--- config.mk ---
export PLATFORM = sky130hd
export DESIGN_NAME = toggle_rx
export DESIGN_NICKNAME = d
export VERILOG_FILES = /design/src/rtl/toggle_rx.sv
export SDC_FILE = /design/constraint.sdc
export NUM_CORES = 1
export LEC_CHECK = 0
export CAP_MARGIN = 20
export CORE_MARGIN = 5
export CORE_UTILIZATION = 49
export DETAILED_ROUTE_END_ITERATION = 7
export GPL_TIMING_DRIVEN = 0
export PLACE_DENSITY_LB_ADDON = 0.2
export SYNTH_ARGS = -nofsm -noshare
export SYNTH_HDL_FRONTEND = slang
export SYNTH_SLANG_ARGS = --single-unit
--- constraint.sdc ---
create_clock -name CLK -period 8 [get_ports CLK]
set_input_delay 2 -clock CLK [delete_from_list [all_inputs] [get_ports CLK]]
set_output_delay 2 -clock CLK [all_outputs]
set_load 0.02 [all_outputs]
--- src/rtl/toggle_rx.sv ---
// Receiver for a toggle-encoded event line: synchronizes TIN, strobes PULSE on
// each level change and keeps a saturating count of unacknowledged events.
module toggle_rx #(
    parameter int CW = 8
) (
    input  logic          CLK,
    input  logic          RSTn,
    input  logic          TIN,
    input  logic          ACK,
    input  logic          CLR,
    output logic          PULSE,
    output logic          VALID,
    output logic [CW-1:0] CNT,
    output logic          OVF
);

    localparam logic [1:0] ST_IDLE = 2'd0;
    localparam logic [1:0] ST_PEND = 2'd1;
    localparam logic [1:0] ST_SAT  = 2'd2;

    localparam logic [CW-1:0] CNT_MAX = {CW{1'b1}};

    logic          s1_q, s2_q, s3_q;
    logic          edge_det;
    logic [1:0]    state_d, state_q;
    logic [CW-1:0] cnt_d, cnt_q;
    logic          valid_d, valid_q;
    logic          pulse_d, pulse_q;
    logic          ovf_d, ovf_q;
    logic          lost;

    function automatic logic [CW-1:0] cnt_inc(input logic [CW-1:0] c);
        return (c == CNT_MAX) ? c : c + CW'(1);
    endfunction

    function automatic logic [CW-1:0] cnt_dec(input logic [CW-1:0] c);
        return (c == '0) ? c : c - CW'(1);
    endfunction

    // The synchronizer chain ignores reset so it mirrors TIN and no edge
    // is fabricated when reset is released.
    always_ff @(posedge CLK) begin
        s1_q <= TIN;
        s2_q <= s1_q;
        s3_q <= s2_q;
    end

    assign edge_det = s2_q ^ s3_q;

    always_comb begin
        state_d = state_q;
        cnt_d   = cnt_q;
        lost    = 1'b0;
        case (state_q)
            ST_IDLE: begin
                if (edge_det) begin
                    cnt_d   = CW'(1);
                    state_d = ST_PEND;
                end
            end
            ST_PEND: begin
                if (edge_det && !ACK) begin
                    cnt_d = cnt_inc(cnt_q);
                    if (cnt_d == CNT_MAX) state_d = ST_SAT;
                end else if (ACK && !edge_det) begin
                    cnt_d = cnt_dec(cnt_q);
                    if (cnt_d == '0) state_d = ST_IDLE;
                end
            end
            ST_SAT: begin
                if (edge_det && !ACK) begin
                    lost = 1'b1;
                end else if (ACK && !edge_det) begin
                    cnt_d   = cnt_dec(cnt_q);
                    state_d = ST_PEND;
                end
            end
            default: begin
                state_d = ST_IDLE;
                cnt_d   = '0;
            end
        endcase
        // A lost event wins over a same-cycle clear.
        ovf_d   = lost | (ovf_q & ~CLR);
        valid_d = (cnt_d != '0);
        pulse_d = edge_det;
    end

    always_ff @(posedge CLK) begin
        if (!RSTn) begin
            state_q <= ST_IDLE;
            cnt_q   <= '0;
            valid_q <= 1'b0;
            pulse_q <= 1'b0;
            ovf_q   <= 1'b0;
        end else begin
            state_q <= state_d;
            cnt_q   <= cnt_d;
            valid_q <= valid_d;
            pulse_q <= pulse_d;
            ovf_q   <= ovf_d;
        end
    end

    assign PULSE = pulse_q;
    assign VALID = valid_q;
    assign CNT   = cnt_q;
    assign OVF   = ovf_q;

endmodule

==> flow_summary_export.csv <==
group,metric,value,unit
status,outcome,"completed",
synthesis,yosys.cell_types.count,57,
detailed_routing,via_per_inst,7.00,
clocking,clk_pin_slew_worst_paths,0.10,ns
critical_path,cp_cell_sequence,"clkdlybuf4s50_1, clkbuf_1, nand2_1, nor2_1, nor3_1, a221oi_1, nand4_1, o41a_1",
sta,period_share,52.6,%
global_route,grtUsageMet2,36.9,%
global_route,overflow,0,
finish,finalNonFillerCells,238,
critical_path,critical_path_class,"in2reg",
sta,slew_headroom,59.4,%
place,dpl.hpwl,3560,um
global_route,grt_max_degree,11,
detailed_routing,initialDrtViolationCount,144,
critical_path,worstSetupStartpointType,"primary input",
synthesis,netlist_instances,188,
clocking,cts-resized-gates,0,
synthesis,synth_edf_count,0,
clocking,clk_latency,0.29,ns
synthesis,synth_common_cells,"16 x dfxtp_1, 14 x clkbuf_1, 12 x nor2_1, 10 x nand2_1",
detailed_routing,drt-pass1-iter-count,5,
global_route,grt_use_total,24.5,%
detailed_routing,wl_per_cell,20.3,um
run,max-cap-violations,0,
clocking,cts_tree,"done",
place,place_congestion,0.996,
sta,maxSlewViolCount,0,
synthesis,yosysWarnings,0,
hold_path,hold_path.class,"reg2reg",
pwr,peakVddDrop,0.130,mV
floorplanning,coreArea,0.00276,mm^2
clocking,ctsHtreeMaxLevel,1,
pwr,power_density,164,mW/mm^2
floorplanning,rows,19,
synthesis,synth_top_area_cell,"dfxtp_1",
synthesis,seq_area_frac_synth,22.9,%
synthesis,synth.most_common_cell,"dfxtp_1",
clocking,postCtsHoldBufs,0,
finish,synthToLayoutAreaGrowth,16.1,%
clocking,clock_tree.buffer_depth,2,
place,dp_cells,234,
sta,hold_violations,0,
finish,multiInputGateArea,992,um^2
synthesis,syn_nets,195,
critical_path,arrival,4.39,ns
finish,drive_gt1_share,6.76,%
floorplanning,die_x,63.5,um
detailed_routing,route.detailed.drc,0,
sta,rsz0062_at_grt,"false",
synthesis,synthTopCellsByArea,"dfxtp_1 23%, clkbuf_1 3.8%, a21oi_1 3.2%, o21ai_0 3.2%, nor2_1 3.2%",
critical_path,cp_max_fo,10,
synthesis,yosys_register_bits,16,
pwr,p_leak,0.585,nW
sta,fin_hold_ws,0.337,ns
finish,fillers,261,
floorplanning,start_util,50.8,%
floorplanning,die_height,63.5,um
clocking,numCtsBuffers,3,
finish,seq_area,320,um^2
floorplanning,io_pins,16,
global_route,met1_usage,32.4,%
floorplanning,die_area,0.00403,mm^2
finish,n_antenna_cell,0,
clocking,numClockSinks,16,
sta,tightest_slew,0.603,ns
sta,period_minus_slack,4.21,ns
synthesis,synth_area_per_cell,7.45,um^2
synthesis,netlist.area_leader.share,22.9,%
finish,fin_nets,215,
global_route,grt_first_pass_wirelength,7930,um
clocking,root_buffer,"clkbuf_4",
sta,timing.fmax,237,MHz
clocking,postCtsSetupBuffers,0,
detailed_routing,ant_nets,0,
critical_path,slowest_delay,0.51,ns
global_route,busiest_layer,"met2",
global_route,grt_pass1_vias,1609,
place,port-buffer-count,15,
sta,setup_viol,0,
critical_path,crit_slowest_cell,"a221oi_1",
detailed_routing,drt_wl_total,4820,um
critical_path,required,8.18,ns
critical_path,cp-end-kind,"flip-flop",
synthesis,synth-main-ff-cell,"dfxtp_1",
synthesis,syn_area,0.00140,mm^2
global_route,grt_util_met3,5.51,%
detailed_routing,vias,1667,
synthesis,synthArstFlopShare,0,%
global_route,antenna_found_initial,0,
sta,final.setup.tns,0,ns
sta,fin_skew,0.00699,ns
==> sequential cells by signal, indices dropped and copies added (netlist names) <==
name and count:
PULSE 1, VALID 1, OVF 1, CNT 8, state_q 2, s2_q 1
s1_q 1, s3_q 1
==> critical path: cells and delay by family <==
family	cells	cell delay [ns]
buffers and inverters	2	0.86
AND/OR/NAND/NOR	4	0.56
AO/OA/AOI/OAI	2	0.95
==> cells by family (layout without fill, tap and decap cells) <==
| family | after synthesis | in the layout | synth area share (%) |
|---|---|---|---|
| buffers and inverters | 23 | 42 | 6.26 |
| adders and majority gates | 2 | 2 | 1.79 |
| and+or+nand+nor | 74 | 74 | 30.7 |
| muxes | 3 | 3 | 2.32 |
| AOI/OAI and AO/OA | 67 | 67 | 34.2 |
| DFF | 16 | 16 | 22.9 |
| xor gates and xnor gates | 3 | 3 | 1.88 |
==> routing by layer <==
layer,vias to the layer above,part of all wire [%]
met5,-,0
met2,113,45
met4,0,4.3
li1,768,-
met1,756,41
met3,30,9.9
==> final timing paths <==
| kind | startpoint | endpoint | slack [ns] | cells past startpoint |
|---|---|---|---|---|
| max | ACK | VALID$_SDFF_PN0_ | 3.79 | 8 |
| min | s1_q$_DFF_P_ | s2_q$_DFF_P_ | 0.34 | 0 |
| max reg2reg | CNT[0]$_SDFF_PN0_ | VALID$_SDFF_PN0_ | 4.93 | 9 |
| min reg2reg | s1_q$_DFF_P_ | s2_q$_DFF_P_ | 0.34 | 0 |
==> cells in the final DEF (no fill, tap or decap), drive strengths merged, types with 3 or more instances in the layout <==
master,netlist,final
nor2b,6,6
nand4,3,3
nand3,6,6
nor2,12,12
o21ai,9,9
a21boi,4,4
nand2b,3,3
a21oi,9,9
clkdlybuf4s50,0,15
clkbuf,14,18
a31oi,6,6
inv,7,7
dfxtp,16,16
nor3,6,6
o31ai,6,6
and2,4,4
and3,7,7
o22ai,5,5
o211ai,3,3
or4,4,4
nand2,11,11
==> per-stage QoR <==
stage	cell area, um^2	worst slack, ns	utilization [%]	total power [W]
after global placement	1590	3.65	57.6	0.000206
final	1630	3.79	58.9	0.000266
after global routing	1630	3.66	58.9	0.000283
after floorplan	1400	4.39	-	0.000174
after detailed placement	1590	3.56	57.6	0.000208
after CTS	1630	3.86	58.9	0.000263
==> report_power, final <==
part	internal, W	switching, W
combinational	0.0000493	0.0000691
sequential	0.0000856	0.00000704
clock	0.0000277	0.0000273
total	0.000163	0.000103
==> area by class of cell <==
| type | count | area share, % |
|---|---|---|
| buffer | 16 | 3.77 |
| clock buffer | 4 | 2.23 |
| inverter | 7 | 1.62 |
| multi-input combinational | 149 | 61.0 |
| sequential | 16 | 19.7 |
| tap | 31 | 2.39 |
| timing repair buffer | 15 | 9.24 |
Power figures use the tool's default switching activity.
